File: src/rtl/hazard_forward_unit.sv
// Load-use hazard detection and EX operand-forward selection for a 5-stage pipeline.
// Tracks rd/wen/is_load of the instructions in EX, MEM and WB.
module hazard_forward_unit #(
    parameter int CNT_W = 16
) (
    input  logic             clk,
    input  logic             rst,
    input  logic             id_valid,
    input  logic [4:0]       id_rs1,
    input  logic [4:0]       id_rs2,
    input  logic             id_rs1_used,
    input  logic             id_rs2_used,
    input  logic [4:0]       id_rd,
    input  logic             id_rd_wen,
    input  logic             id_is_load,
    input  logic             flush,
    output logic             stall,
    output logic [1:0]       ex_fwd_a,
    output logic [1:0]       ex_fwd_b,
    output logic [CNT_W-1:0] stall_cnt
);

    localparam logic [1:0] FWD_RF  = 2'b00;
    localparam logic [1:0] FWD_MEM = 2'b01;
    localparam logic [1:0] FWD_WB  = 2'b10;

    typedef struct packed {
        logic       vld;
        logic [4:0] rd;
        logic       wen;
        logic       is_load;
    } trk_t;

    trk_t             ex_q, ex_d, mem_q, mem_d, wb_q, wb_d;
    logic [1:0]       fwd_a_q, fwd_a_d, fwd_b_q, fwd_b_d;
    logic [CNT_W-1:0] cnt_q, cnt_d;
    logic             m1_ex, m1_mem, m1_wb, m2_ex, m2_mem, m2_wb;
    logic             stall_c, ex_load;

    function automatic logic addr_eq(input logic [4:0] a, input logic [4:0] b);
        logic [4:0] x;
        x = ~(a ^ b);
        return &x;
    endfunction

    function automatic logic is_producer(input trk_t t);
        return t.vld & t.wen & (t.rd != 5'd0);
    endfunction

    function automatic logic src_match(input logic vld, input logic used,
                                       input logic [4:0] rs, input trk_t t);
        return used & vld & addr_eq(rs, t.rd) & is_producer(t);
    endfunction

    // EX is the youngest producer and wins; a WB hit reads the write-first regfile.
    function automatic logic [1:0] fwd_sel(input logic m_ex, input logic ex_is_load,
                                           input logic m_mem, input logic m_wb);
        if (m_ex && !ex_is_load) return FWD_MEM;
        else if (m_mem)          return FWD_WB;
        else if (m_wb)           return FWD_RF;
        else                     return FWD_RF;
    endfunction

    function automatic logic [CNT_W-1:0] sat_inc(input logic [CNT_W-1:0] v);
        return (&v) ? v : v + 1'b1;
    endfunction

    always_comb begin
        m1_ex   = src_match(id_valid, id_rs1_used, id_rs1, ex_q);
        m1_mem  = src_match(id_valid, id_rs1_used, id_rs1, mem_q);
        m1_wb   = src_match(id_valid, id_rs1_used, id_rs1, wb_q);
        m2_ex   = src_match(id_valid, id_rs2_used, id_rs2, ex_q);
        m2_mem  = src_match(id_valid, id_rs2_used, id_rs2, mem_q);
        m2_wb   = src_match(id_valid, id_rs2_used, id_rs2, wb_q);
        // Flush and reset both override a load-use stall.
        stall_c = (m1_ex | m2_ex) & ex_q.is_load & ~flush & ~rst;
        ex_load = id_valid & ~stall_c & ~flush;
        ex_d    = {ex_load, id_rd, id_rd_wen, id_is_load};
        mem_d   = ex_q;
        wb_d    = mem_q;
        fwd_a_d = ex_load ? fwd_sel(m1_ex, ex_q.is_load, m1_mem, m1_wb) : FWD_RF;
        fwd_b_d = ex_load ? fwd_sel(m2_ex, ex_q.is_load, m2_mem, m2_wb) : FWD_RF;
        cnt_d   = stall_c ? sat_inc(cnt_q) : cnt_q;
    end

    // Only the valid bits, selects and counter are reset; tracker payload just follows.
    always_ff @(posedge clk) begin
        if (rst) begin
            ex_q.vld  <= 1'b0;
            mem_q.vld <= 1'b0;
            wb_q.vld  <= 1'b0;
            fwd_a_q   <= FWD_RF;
            fwd_b_q   <= FWD_RF;
            cnt_q     <= '0;
        end else begin
            ex_q      <= ex_d;
            mem_q     <= mem_d;
            wb_q      <= wb_d;
            fwd_a_q   <= fwd_a_d;
            fwd_b_q   <= fwd_b_d;
            cnt_q     <= cnt_d;
        end
    end

    assign stall     = stall_c;
    assign ex_fwd_a  = fwd_a_q;
    assign ex_fwd_b  = fwd_b_q;
    assign stall_cnt = cnt_q;

endmodule

File: config.mk
export PLATFORM = sky130hd
export DESIGN_NAME = hazard_forward_unit
export DESIGN_NICKNAME = d
export VERILOG_FILES = /design/src/rtl/hazard_forward_unit.sv
export SDC_FILE = /design/constraint.sdc
export NUM_CORES = 1
export LEC_CHECK = 0
export ABC_AREA = 1
export CAP_MARGIN = 20
export CORE_MARGIN = 2
export CORE_UTILIZATION = 37
export CTS_CLUSTER_DIAMETER = 60
export CTS_CLUSTER_SIZE = 25
export DETAILED_ROUTE_END_ITERATION = 10
export SLEW_MARGIN = 5
export SYNTH_ARGS = -nofsm -noshare
export SYNTH_HDL_FRONTEND = slang
export SYNTH_SLANG_ARGS = --single-unit
File: constraint.sdc
create_clock -name clk -period 1.45 [get_ports clk]
set_clock_uncertainty 0.1 [all_clocks]
set_input_delay 0.145 -clock clk [delete_from_list [all_inputs] [get_ports clk]]
set_output_delay 0.145 -clock clk [all_outputs]
set_load 0.01 [all_outputs]
# Word level (Yosys, flattened, before mapping)
# Cells that the tools add are included.
[word_totals]
output_inout_bits = 21
latchBits = 0
wordCells = 64
n_memories = 0
reg_bits = 35
inputBits = 23
ram_bits = 0
rom_bits = 0
[classes]
multipliers = 0
n_lt_le_gt_ge = 0
bitwise_logic = 33
mux = 4
eq_ne = 0
n_div = 0
reduce_logical = 14
n_addsub = 1
n_shift = 0
[ops]
columns = ["op", "n"]
rows = [
  ["$not A5 Y5", 4],
  ["$reduce_and A5 Y1", 4],
  ["$xor A5 B5 Y5", 4],
  ["$and A1 B1 Y1", 19],
  ["$add A16 B1 Y16 const B", 1],
  ["$reduce_and A16 Y1", 1],
  ["$reduce_bool A5 Y1", 2],
  ["$reduce_or A3 Y1", 2],
  ["$not A1 Y1", 5],
  ["$mux W2", 2],
  ["$logic_and A1 B1 Y1", 2],
  ["$mux W1", 2],
  ["$reduce_and A2 Y1", 1],
  ["$reduce_or A2 Y1", 1],
  ["$logic_not A1 Y1", 1],
  ["$or A1 B1 Y1", 1],
]

# Depth between registers and ports, before layout
# Gate-level depths: netlist of run 1.
[depth]
depth_word = 14
mapped_depth = 12
mapped_depth_nobuf = 12

# Worst setup path after synthesis of run 1
# Ideal clock, no wire load.
[synth_path]
path_type = "reg-to-reg"
from = "reg cnt_q[0] (netlist: stall_cnt[0])"
to = "reg cnt_q[14] (netlist: stall_cnt[14])"
path_buffers = 0
period_less_slack_ns = 1.672
slack_ns = -0.222
arrival_time_ns = 1.459
setup_ns = 0.113
stages_incl_launch_ff = 9
path_cell_list = "dfxtp_1 ha_1 nand2_1 nor3_2 nand2_1 nor3_1 nand4_2 o21ai_1 nor2_1"
[synth_via]
elab_chain_len = 3
[synth_rtl]
columns = ["item", "line_no", "source"]
rows = [
  ["start: declaration", "36", "logic [CNT_W-1:0] cnt_q, cnt_d;"],
  ["start signal: assignment", "101", "cnt_q <= cnt_d;"],
  ["branches (longest 3 deep; another with $add A16 B1 Y16)", "n/a", ""],
]
# Several ways; the timed one is not identified.
# A chain may end at the register's enable or synchronous reset.

# Worst setup path in the final report of run 1
[layout_path]
from = "reg ex_q[6] (netlist bit)"
to = "reg cnt_q[15] (netlist: stall_cnt[15])"
[layout_via]
elab_chain_len = 10
[layout_rtl]
columns = ["item", "line_no", "source"]
rows = [
  ["start: declaration", "34", "trk_t ex_q, ex_d, mem_q, mem_d, wb_q, wb_d;"],
  ["$xor A5 B5 Y5", "42", "x = ~(a ^ b);"],
  ["$not A5 Y5", "42", ""],
  ["$reduce_and A5 Y1", "43", "return &x;"],
  ["$and A1 B1 Y1 (2 in series)", "52", "return used & vld & addr_eq(rs, t.rd) & is_producer(t);"],
  ["$or A1 B1 Y1 *", "76", "stall_c = (m1_ex | m2_ex) & ex_q.is_load & ~flush & ~rst;"],
  ["$and A1 B1 Y1 * (3 in series)", "76", ""],
  ["$reduce_and A2 Y1 (no source line) *", "n/a", ""],
]
# Mark *: on every way between the ends. The rest lies on a longest branch, timed or not.

==> results of run 1 <==
-- worst max-delay path, delay by kind of cell, from the launching register on --
kind,cells,cell delay [ns]
buf+inv,2,0.26
simple gates,9,0.90
flops,1,0.43
xor+xnor,1,0.13
-- worst paths after layout --
kind | end | slack (ns) | depth (start not counted)
max | stall_cnt[15]$_SDFFE_PP0P_ | -0.47 | 12
max reg2reg | stall_cnt[15]$_SDFFE_PP0P_ | -0.47 | 12
min reg2reg | mem_q[7]$_SDFF_PP0_ | 0.32 | 2
min | ex_q[3]$_DFFE_PN_ | 0.31 | 1
-- logic make-up (layout without fill, tap and decap cells) --
kind of cell	after synthesis	after routing	share of synthesized area [%]
compound gates	23	23	5.97
xor+xnor	9	9	3.72
simple gates	160	160	38.7
buf+inv	57	178	11.8
flops	35	35	39.2
fa+ha+maj	1	1	0.591
-- sequential cells by signal, summed over array words and instances (netlist names) --
signal	count
ex_q	8
ex_fwd_b	2
mem_q	7
stall_cnt	16
ex_fwd_a	2
-- layer usage --
| metal | vias to the layer above | track usage (%) |
|---|---|---|
| met5 | - | 0 |
| met4 | 0 | 6.90 |
| met3 | 4 | 3.73 |
| met2 | 43 | 30.5 |
| met1 | 970 | 24.3 |
| li1 | 1144 | - |
-- through the flow --
step	hold slack, ns	total power, mW	utilization, %	cells
finish	0.313	2.36	61.8	478
global route	0.296	2.48	61.8	478
floorplan	0.116	1.23	-	285
global placement	0.310	1.40	55.9	457
CTS	0.299	2.38	60.0	471
detailed placement	0.318	1.41	55.9	457
-- timing repair --
item | 4_1_cts | 5_1_grt
endpoints found under the setup margin | 38 | 22
cloned | 0 | 0
pin swaps | 13 | 15
resized for setup | 37 | 18
buffers inserted | 6 | 7
-- area by class of cell --
class / count / area share, %
clock buffer: 6 / 2.43
clock inverter: 2 / 1.14
inverter: 53 / 5.85
multi-input combinational: 193 / 33.8
sequential: 35 / 24.7
tap: 72 / 2.65
timing repair buffer: 117 / 29.5
-- layout by cell type (no fill, tap or decap), types with 3 or more instances in the layout --
cell type / n
buf_4: 65
nand2_1: 55
inv_1: 47
nor2_1: 45
clkdlybuf4s50_1: 26
dlygate4sd2_1: 16
dfxtp_1: 15
edfxtp_1: 13
nand4_1: 10
nand3_1: 9
buf_6: 8
nand3_2: 7
dfxtp_2: 7
o21ai_1: 6
clkbuf_8: 6
inv_2: 5
o21ai_2: 5
nand2_2: 5
a21oi_1: 5
xor2_1: 4
nor3_1: 4
nor3_2: 4
nand4_2: 4
xnor2_1: 3
nor2_2: 3
a21oi_2: 3
-- power groups by stage --
stage	combinational (mW)	sequential (mW)	clock (mW)
3_5_place_dp	0.297	1.11	0
6_report	0.349	1.08	0.930
5_1_grt	0.380	1.09	1.02
2_1_floorplan	0.130	1.10	0
4_1_cts	0.327	1.08	0.969
3_3_place_gp	0.298	1.11	0
==> metrics.cfg, run 1 <==
[die]
row_count=27
initial_core_util_pct=38.4
core-area_um2=5510
die_y_um=79.6
fp.dieW_um=79.6
io_pins=44
fp.dieArea_um2=6340

[power]
ir_drop_uv=508
p_int_mw=1.81
p_switching_mw=0.549
combPwrFrac_pct=14.8
leakage_nw=1.61
swShare_pct=23.2
power-per-cell-area_nw_per_um2=694
p_clk_share_pct=39.4
p_seq_share_pct=45.9

[detailed_routing]
wl_met1_um=2670
drtIter0Drc=75
met3_length_um=199
wl_per_cell_um=11.6
vias=2161
drt_wl_total_um=5550
drc=0
top_layer_used=met4
ant_nets=0
wl_met2_um=2630
dr.pass1.iters=4
vias_per_cell=4.52

[sta]
rsz0062_at_grt=true
setup-violations-final=22
fin_ws_ns=-0.471
setup_tns_ns=-8.50
max_clock_freq_ghz=0.521
hold_viol_final=0
timing.final.crit_period_ns=1.92
min_period_over_period_pct=132
report.final.slew_viol_count=0
relSlewSlack_pct=80.0
worst_slew_pin_slew_ns=0.297

[clock_network]
cts_buffers=5
holdBufCountCts=0
cts_tree=built
cts_sinks=35
clk_path_buf_depth=2
cts-root-buf=clkbuf_8
clkLatencyLatePin_ns=0.29
clk_pin_slew_worst_paths_ns=0.07
cts_max_level=2

[critical_path]
worst_setup_path_start_kind=flip-flop
crit_start=ex_q[6]$_DFFE_PN_
crit_type=flip-flop to flip-flop
cp-end-kind=flip-flop
path_max_fanout=7
slowest_delay_ns=0.43
crit_chain=buf_6, buf_6, xnor2_2, nand2_1, nor2_2, nand3_2, nand2_4, nand2_4, nor2_4, nand3_2, nand2_1, nor2_1
r2r_start=ex_q[6]$_DFFE_PN_
worstPathRequired_ns=1.53
crit_arrival_ns=2.00
slowest_stage=edfxtp_1

[placement]
hpwl_um=4270
portBuffers=43
place_congestion=0.867
placed_area_um2=3080
pre_cts_ws_ns=-0.604

[finish]
seq_area_um2=840
finalInstanceArea_um2=3400
layout-drive-gt1-share_pct=34.2
multiInputGateArea_um2=1150
num-fill-cells=521
diodes=0
nNetsFinal=429
area_delta_synth_final_pct=60.7

[global_route]
grt_overflow=0
grt_pass1_wl_um=9160
antenna_found_initial=0
grt_max_degree=19
grt_pass1_vias=2044
grt_usage_pct=18.7

[synth]
synth_seq_cells=35
yosysTopAreaCell=dfxtp_1
yosysSeqAreaShare_pct=39.2
synth_cell_types=34
yosys.area.top_type_share_pct=20.8
yosysMostFrequentCell=nand2_1
syn_nets=309
async_reset_ff_share_pct=0
synth-edff-count=13
synth_flop_cell=dfxtp_1
synth_area_um2=2120
synthesis.yosys.warnings=0
synth_common_cells=nand2_1, inv_1, nor2_1
avgSynthCellArea_um2=7.43
syn-instance-count=285
synth_area_leaders=dfxtp_1, edfxtp_1, nand2_1, inv_1, nor2_1

[hold_path]
hp-class=input port to flip-flop
hold_path.startpoint=id_rd[1]

[outcome]
outcome=finished with violations
failed_checks=negative setup slack

[flow_run]
maxCapViolCount=0

Note: power is estimated with default switching activity, not from simulation.
==> run 2: changes to the inputs <==
- SETUP_SLACK_MARGIN: not set -> 0.1
==> run 2 against run 1 <==
Non-clock buffer count down 6. Hold slack about the same. Global-route usage down 0.55 points. The run still ends with negative setup slack left. First-iteration DRC count up 41%. Wire length down 0.43%. Flip-flop and latch count unchanged.
==> metrics.cfg, run 2 (same netlist as run 1, synthesis figures left out) <==
[outcome]
outcome=finished with violations  ; unchanged
failed_checks=negative setup slack  ; unchanged

[clock_network]
cts_sinks=35  ; unchanged
clk_pin_slew_worst_paths_ns=0.08  ; was 0.07 ns
clkLatencyLatePin_ns=0.28  ; was 0.29 ns
cts-root-buf=clkbuf_8  ; unchanged
cts_buffers=5  ; unchanged
clk_path_buf_depth=2  ; unchanged
cts_tree=built  ; unchanged
cts_max_level=2  ; unchanged

[critical_path]
crit_chain=nor2_1, nand3_1, nand2_1, inv_2, buf_4, nand3_2, nand2_4, buf_4, buf_4, nand4_4, nand2_2, nand2_1, nor2_1  ; was buf_6, buf_6, xnor2_2, nand2_1, nor2_2, nand3_2, nand2_4, nand2_4, nor2_4, nand3_2, nand2_1, nor2_1
crit_arrival_ns=1.94  ; was 2.00 ns
worst_setup_path_start_kind=flip-flop  ; unchanged
crit_path_frequent_cell=buf_4
path_max_fanout=6  ; was 7
slowest_delay_ns=0.51  ; was 0.43 ns
cp-end-kind=flip-flop  ; unchanged
crit_type=flip-flop to flip-flop  ; unchanged
worstPathRequired_ns=1.53  ; about the same
slowest_stage=edfxtp_1  ; unchanged

[sta]
min_period_over_period_pct=128  ; was 132%
rsz0062_at_grt=true  ; unchanged
hold_viol_final=0  ; unchanged
setup-violations-final=23  ; was 22
max_clock_freq_ghz=0.538  ; was 0.521 GHz
worst_slew_pin_slew_ns=0.318  ; was 0.297 ns
relSlewSlack_pct=78.6  ; was 80.0%
timing.final.crit_period_ns=1.86  ; was 1.92 ns
report.final.slew_viol_count=0  ; unchanged
fin_ws_ns=-0.409  ; was -0.471 ns

[power]
combPwrFrac_pct=13.9  ; was 14.8%
leakage_nw=1.60  ; was 1.61 nW
power_mw=2.33  ; was 2.36 mW
p_clk_share_pct=39.5  ; was 39.4%
ir_drop_uv=423  ; was 508 uV
p_switching_mw=0.541  ; was 0.549 mW
p_seq_share_pct=46.6  ; was 45.9%
swShare_pct=23.3  ; was 23.2%
p_int_mw=1.78  ; was 1.81 mW
power-per-cell-area_nw_per_um2=693  ; was 694 nW/um^2

[die]
fp.dieArea_um2=6340  ; unchanged
core-area_um2=5510  ; unchanged
initial_core_util_pct=38.4  ; unchanged
die_y_um=79.6  ; unchanged
io_pins=44  ; unchanged
fp.dieW_um=79.6  ; unchanged
row_count=27  ; unchanged

[finish]
final_cell_mix=buf_4, nand2_1, inv_1, nor2_1, clkdlybuf4s50_1  ; unchanged
largest_reg_flops=16  ; unchanged
layout_commonest_cell=buf_4  ; unchanged
nNetsFinal=423  ; was 429
final_util_pct=60.9  ; was 61.8%
finalInstanceArea_um2=3350  ; was 3400 um^2
layout-drive-gt1-share_pct=33.5  ; was 34.2%
area_delta_synth_final_pct=58.5  ; was 60.7%
num-fill-cells=491  ; was 521
diodes=0  ; unchanged

[global_route]
grt_pass1_vias=2061  ; was 2044
grt_pass1_wl_um=9080  ; was 9160 um
grt_max_degree=16  ; was 19
grt_usage_pct=18.1  ; was 18.7%
antenna_found_initial=0  ; unchanged
grt_overflow=0  ; unchanged

[detailed_routing]
ant_nets=0  ; unchanged
vias_per_cell=4.57  ; was 4.52
drtIter0Drc=106  ; was 75
wl_per_cell_um=11.7  ; was 11.6 um
vias=2159  ; was 2161
drt_wl_total_um=5530  ; was 5550 um
drc=0  ; unchanged
dr.pass1.iters=4  ; unchanged

[placement]
place_congestion=0.957  ; was 0.867
portBuffers=43  ; unchanged
pre_cts_ws_ns=-0.641  ; was -0.604 ns
placed_area_um2=3130  ; was 3080 um^2
hpwl_um=4210  ; was 4270 um

[flow_run]
maxCapViolCount=0  ; unchanged

[hold_path]
hp-class=input port to flip-flop  ; unchanged

-- run 2: cell count changes in the layout (fill, tap and decap cells not counted), moves of 3 or more --
cell | before | now
buf_6 | 8 | 3
clkdlybuf4s50_1 | 26 | 23
o21ai_0 | 2 | 5
o21ai_2 | 5 | 2
-- run 2: area by class of cell --
class | instances | area [um^2] | area share, %
Timing Repair Buffer | 111 | 947 | 28.2
Clock inverter | 2 | 35.0 | 1.04
Tap cell | 72 | 90.1 | 2.69
Multi-Input combinational cell | 193 | 1160 | 34.7
Clock buffer | 6 | 82.6 | 2.46
Sequential cell | 35 | 838 | 25.0
Inverter | 53 | 199 | 5.93
-- run 2: timing repair --
item | CTS | global route
hold buffers | 0 | 0
pin swaps | 15 | 10
setup buffers | 4 | 1
setup endpoints to repair | 42 | 23
resized for setup | 37 | 14
-- run 2: power by group through the flow --
| stage | Combinational, mW | Sequential [mW] | Clock, mW |
|---|---|---|---|
| 2_1_floorplan | 0.131 | 1.10 | 0 |
| 3_3_place_gp | 0.298 | 1.11 | 0 |
| 3_5_place_dp | 0.298 | 1.11 | 0 |
| 4_1_cts | 0.313 | 1.08 | 0.940 |
| 5_1_grt | 0.353 | 1.09 | 0.995 |
| 6_report | 0.323 | 1.08 | 0.918 |
-- run 2: per-stage QoR --
step / instances / hold WS (ns) / TNS [ns]
2_1_floorplan: 285 / 0.116 / -1.35
6_report: 472 / 0.314 / -7.59
3_5_place_dp: 460 / 0.322 / -11.58
5_1_grt: 472 / 0.311 / -10.47
4_1_cts: 471 / 0.309 / -8.43
3_3_place_gp: 460 / 0.312 / -11.17
-- run 2: path summary, 6_finish.rpt --
kind	depth (start not counted)	slack [ns]	to	start
max	13	-0.41	stall_cnt[8]$_SDFFE_PP0P_	ex_q[5]$_DFFE_PN_
max reg2reg	13	-0.41	stall_cnt[8]$_SDFFE_PP0P_	ex_q[5]$_DFFE_PN_
min	1	0.31	ex_q[2]$_DFFE_PN_	id_rd[0]
min reg2reg	2	0.34	mem_q[7]$_SDFF_PP0_	ex_q[7]$_SDFF_PP0_
-- run 2: critical path, delay by kind of cell (launching register included) --
family,cells,cell delay [ns]
and+or+nand+nor,9,0.70
DFF,1,0.51
buffers and inverters,4,0.44
-- run 2: metal layers --
metal,track usage [%],routed length (um)
met5,0,0
met4,5.34,104
met3,2.94,239
met2,30.3,2620
met1,24.0,2560
==> run 3: changes to the inputs <==
- CELL_PAD_IN_SITES_DETAIL_PLACEMENT: not set -> 2
- CELL_PAD_IN_SITES_GLOBAL_PLACEMENT: not set -> 2
- CORE_UTILIZATION: 37 -> 26
- PLACE_DENSITY_LB_ADDON: not set -> 0.1
==> run 3 against run 2 <==
The run still ends with negative setup slack left. First-iteration DRC count fell by 64%. Die area rose by 40%. Hold slack got worse by 0.014 ns. Maximum frequency fell by 6.5%. Via count rose by 10%. Critical path depth fell by 6. Core utilization fell by 16 points. Global-route usage rose by 2.1 points. Cell count rose by 9.7%. Non-clock buffer count rose by 16.
==> metrics.cfg, run 3 (same netlist as run 1, synthesis figures left out) <==
[critical_path]
worst_setup_path_start_kind=flip-flop  ; unchanged
path_max_fanout=5  ; was 6
cp-end-kind=output pin  ; was flip-flop
worstPathRequired_ns=1.21  ; was 1.53 ns
crit_start=ex_q[4]$_DFFE_PN_  ; was ex_q[5]$_DFFE_PN_
crit_arrival_ns=1.74  ; was 1.94 ns
crit_end=stall  ; was stall_cnt[8]$_SDFFE_PP0P_
r2r_cells=13  ; unchanged
reg2reg_to=stall_cnt[0]$_SDFFE_PP0P_  ; was stall_cnt[8]$_SDFFE_PP0P_
crit_type=flip-flop to output pin  ; was flip-flop to flip-flop
rrSetupSlack_ns=-0.53  ; was -0.41 ns
r2r_start=ex_q[3]$_DFFE_PN_  ; was ex_q[5]$_DFFE_PN_

[clock_network]
clk_path_buf_depth=2  ; unchanged
cts_tree=built  ; unchanged
holdBufCountCts=0  ; unchanged
cts_sinks=35  ; unchanged
clkLatencyLatePin_ns=0.30  ; was 0.28 ns
cts-root-buf=clkbuf_8  ; unchanged
clk_pin_slew_worst_paths_ns=0.07  ; was 0.08 ns
cts_buffers=5  ; unchanged
cts_max_level=2  ; unchanged

[placement]
hpwl_um=6250  ; was 4210 um
placed_area_um2=3240  ; was 3130 um^2
place_congestion=0.846  ; was 0.957
portBuffers=43  ; unchanged

[finish]
diodes=0  ; unchanged
multiInputGateArea_um2=1160  ; about the same
layout-drive-gt1-share_pct=35.8  ; was 33.5%
area_delta_synth_final_pct=66.6  ; was 58.5%
layout_commonest_cell=buf_4  ; unchanged
nNetsFinal=439  ; was 423
final_cell_mix=buf_4, nand2_1, inv_1, nor2_1, clkdlybuf4s50_1  ; unchanged
finalInstanceArea_um2=3530  ; was 3350 um^2
num-fill-cells=911  ; was 491
seq_area_um2=840  ; was 838 um^2
largest_reg_flops=16  ; unchanged

[power]
p_clk_share_pct=37.2  ; was 39.5%
power_mw=2.39  ; was 2.33 mW
power-per-cell-area_nw_per_um2=678  ; was 693 nW/um^2
p_int_mw=1.76  ; was 1.78 mW
p_switching_mw=0.635  ; was 0.541 mW
combPwrFrac_pct=17.4  ; was 13.9%
leakage_nw=1.68  ; was 1.60 nW
ir_drop_uv=550  ; was 423 uV
p_seq_share_pct=45.4  ; was 46.6%
swShare_pct=26.5  ; was 23.3%

[global_route]
grt_max_degree=16  ; unchanged
grt_overflow=0  ; unchanged
grt_usage_pct=20.2  ; was 18.1%
grt_pass1_vias=2657  ; was 2061
antenna_found_initial=0  ; unchanged
grt_pass1_wl_um=13700  ; was 9080 um

[detailed_routing]
ant_nets=0  ; unchanged
drc=0  ; unchanged
drt_wl_total_um=8370  ; was 5530 um
dr.pass1.iters=4  ; unchanged
drtIter0Drc=38  ; was 106
wl_per_cell_um=16.2  ; was 11.7 um
vias=2379  ; was 2159
vias_per_cell=4.59  ; was 4.57

[sta]
report.final.slew_viol_count=0  ; unchanged
setup_tns_ns=-10.01  ; was -7.59 ns
min_period_over_period_pct=137  ; was 128%
fin_ws_ns=-0.539  ; was -0.409 ns
max_clock_freq_ghz=0.503  ; was 0.538 GHz
setup-violations-final=23  ; unchanged
relSlewSlack_pct=75.8  ; was 78.6%
timing.final.crit_period_ns=1.99  ; was 1.86 ns
worst_slew_pin_slew_ns=0.362  ; was 0.318 ns
rsz0062_at_grt=true  ; unchanged
hold_viol_final=0  ; unchanged

[outcome]
failed_checks=negative setup slack  ; unchanged
outcome=finished with violations  ; unchanged

[die]
die_y_um=94.2  ; was 79.6 um
initial_core_util_pct=27.1  ; was 38.4%
fp.dieArea_um2=8880  ; was 6340 um^2
io_pins=44  ; unchanged
core-area_um2=7810  ; was 5510 um^2
row_count=32  ; was 27
fp.dieW_um=94.2  ; was 79.6 um

[flow_run]
maxCapViolCount=0  ; unchanged

[hold_path]
hp-class=input port to flip-flop  ; unchanged

## run 3: cell count changes in the layout (fill, tap and decap cells not counted), moves of 2 or more
| cell | change |
|---|---|
| buf_4 | +13 |
| buf_6 | +2 |
| nand2_1 | +3 |
| nand2_2 | -3 |
| o21ai_0 | -2 |
## run 3: repair_timing
| action | in CTS | in global routing |
|---|---|---|
| pin swaps | 17 | 5 |
| resized for setup | 43 | 8 |
| buffers inserted | 10 | 1 |
| endpoints found under the setup margin | 42 | 24 |
## run 3: layout make-up
cell class	count	share of cell area (%)
Clock buffer	7	3.05
Inverter	53	5.64
Sequential cell	35	23.8
Clock inverter	1	0.142
Multi-Input combinational cell	193	32.8
Tap cell	102	3.62
Timing Repair Buffer	127	30.9
## run 3: how the worst min path moves through the flow
stage / from / cells after the start / slack, ns / to
4_1_cts: id_rd[0] / 1 / 0.29 / ex_q[2]$_DFFE_PN_
3_3_place_gp: ex_q[7]$_SDFF_PP0_ / 2 / 0.32 / mem_q[7]$_SDFF_PP0_
6_report: id_rd[0] / 1 / 0.30 / ex_q[2]$_DFFE_PN_
5_1_grt: id_rd[0] / 1 / 0.30 / ex_q[2]$_DFFE_PN_
2_1_floorplan: rst / 1 / 0.12 / mem_q[7]$_SDFF_PP0_
3_5_place_dp: ex_q[7]$_SDFF_PP0_ / 2 / 0.33 / mem_q[7]$_SDFF_PP0_
## run 3: stage by stage
step                util [%]  std cells  setup WS (ns)  hold slack [ns]
global placement        41.5        500         -0.637            0.320
detailed placement      41.5        500         -0.774            0.328
global route            45.2        518         -0.654            0.302
CTS                     44.6        517         -0.490            0.289
floorplan                  -        285         -0.112            0.116
finish                  45.2        518         -0.539            0.300
## run 3: power by group through the flow
stage	sequential (mW)	clock [mW]	combinational, mW
floorplan	1.10	0	0.131
global placement	1.11	0	0.335
detailed placement	1.11	0	0.346
CTS	1.09	0.929	0.388
global route	1.09	0.961	0.448
finish	1.09	0.891	0.416
## run 3: critical path, stage by stage (launching register included)
cell	delay, ns
edfxtp_1	0.51
inv_2	0.07
nand2_1	0.10
o21ai_1	0.11
nor2_1	0.15
nand4_1	0.19
a21boi_4	0.21
buf_6	0.12
## run 3: metal layers
| metal | track usage, % | vias to the layer above | share of wire, % |
|---|---|---|---|
| li1 | - | 1163 | - |
| met1 | 26.6 | 1169 | 46 |
| met2 | 35.1 | 40 | 50 |
| met3 | 3.13 | 7 | 2.8 |
| met4 | 4.11 | 0 | 1.1 |
| met5 | 0 | - | 0 |
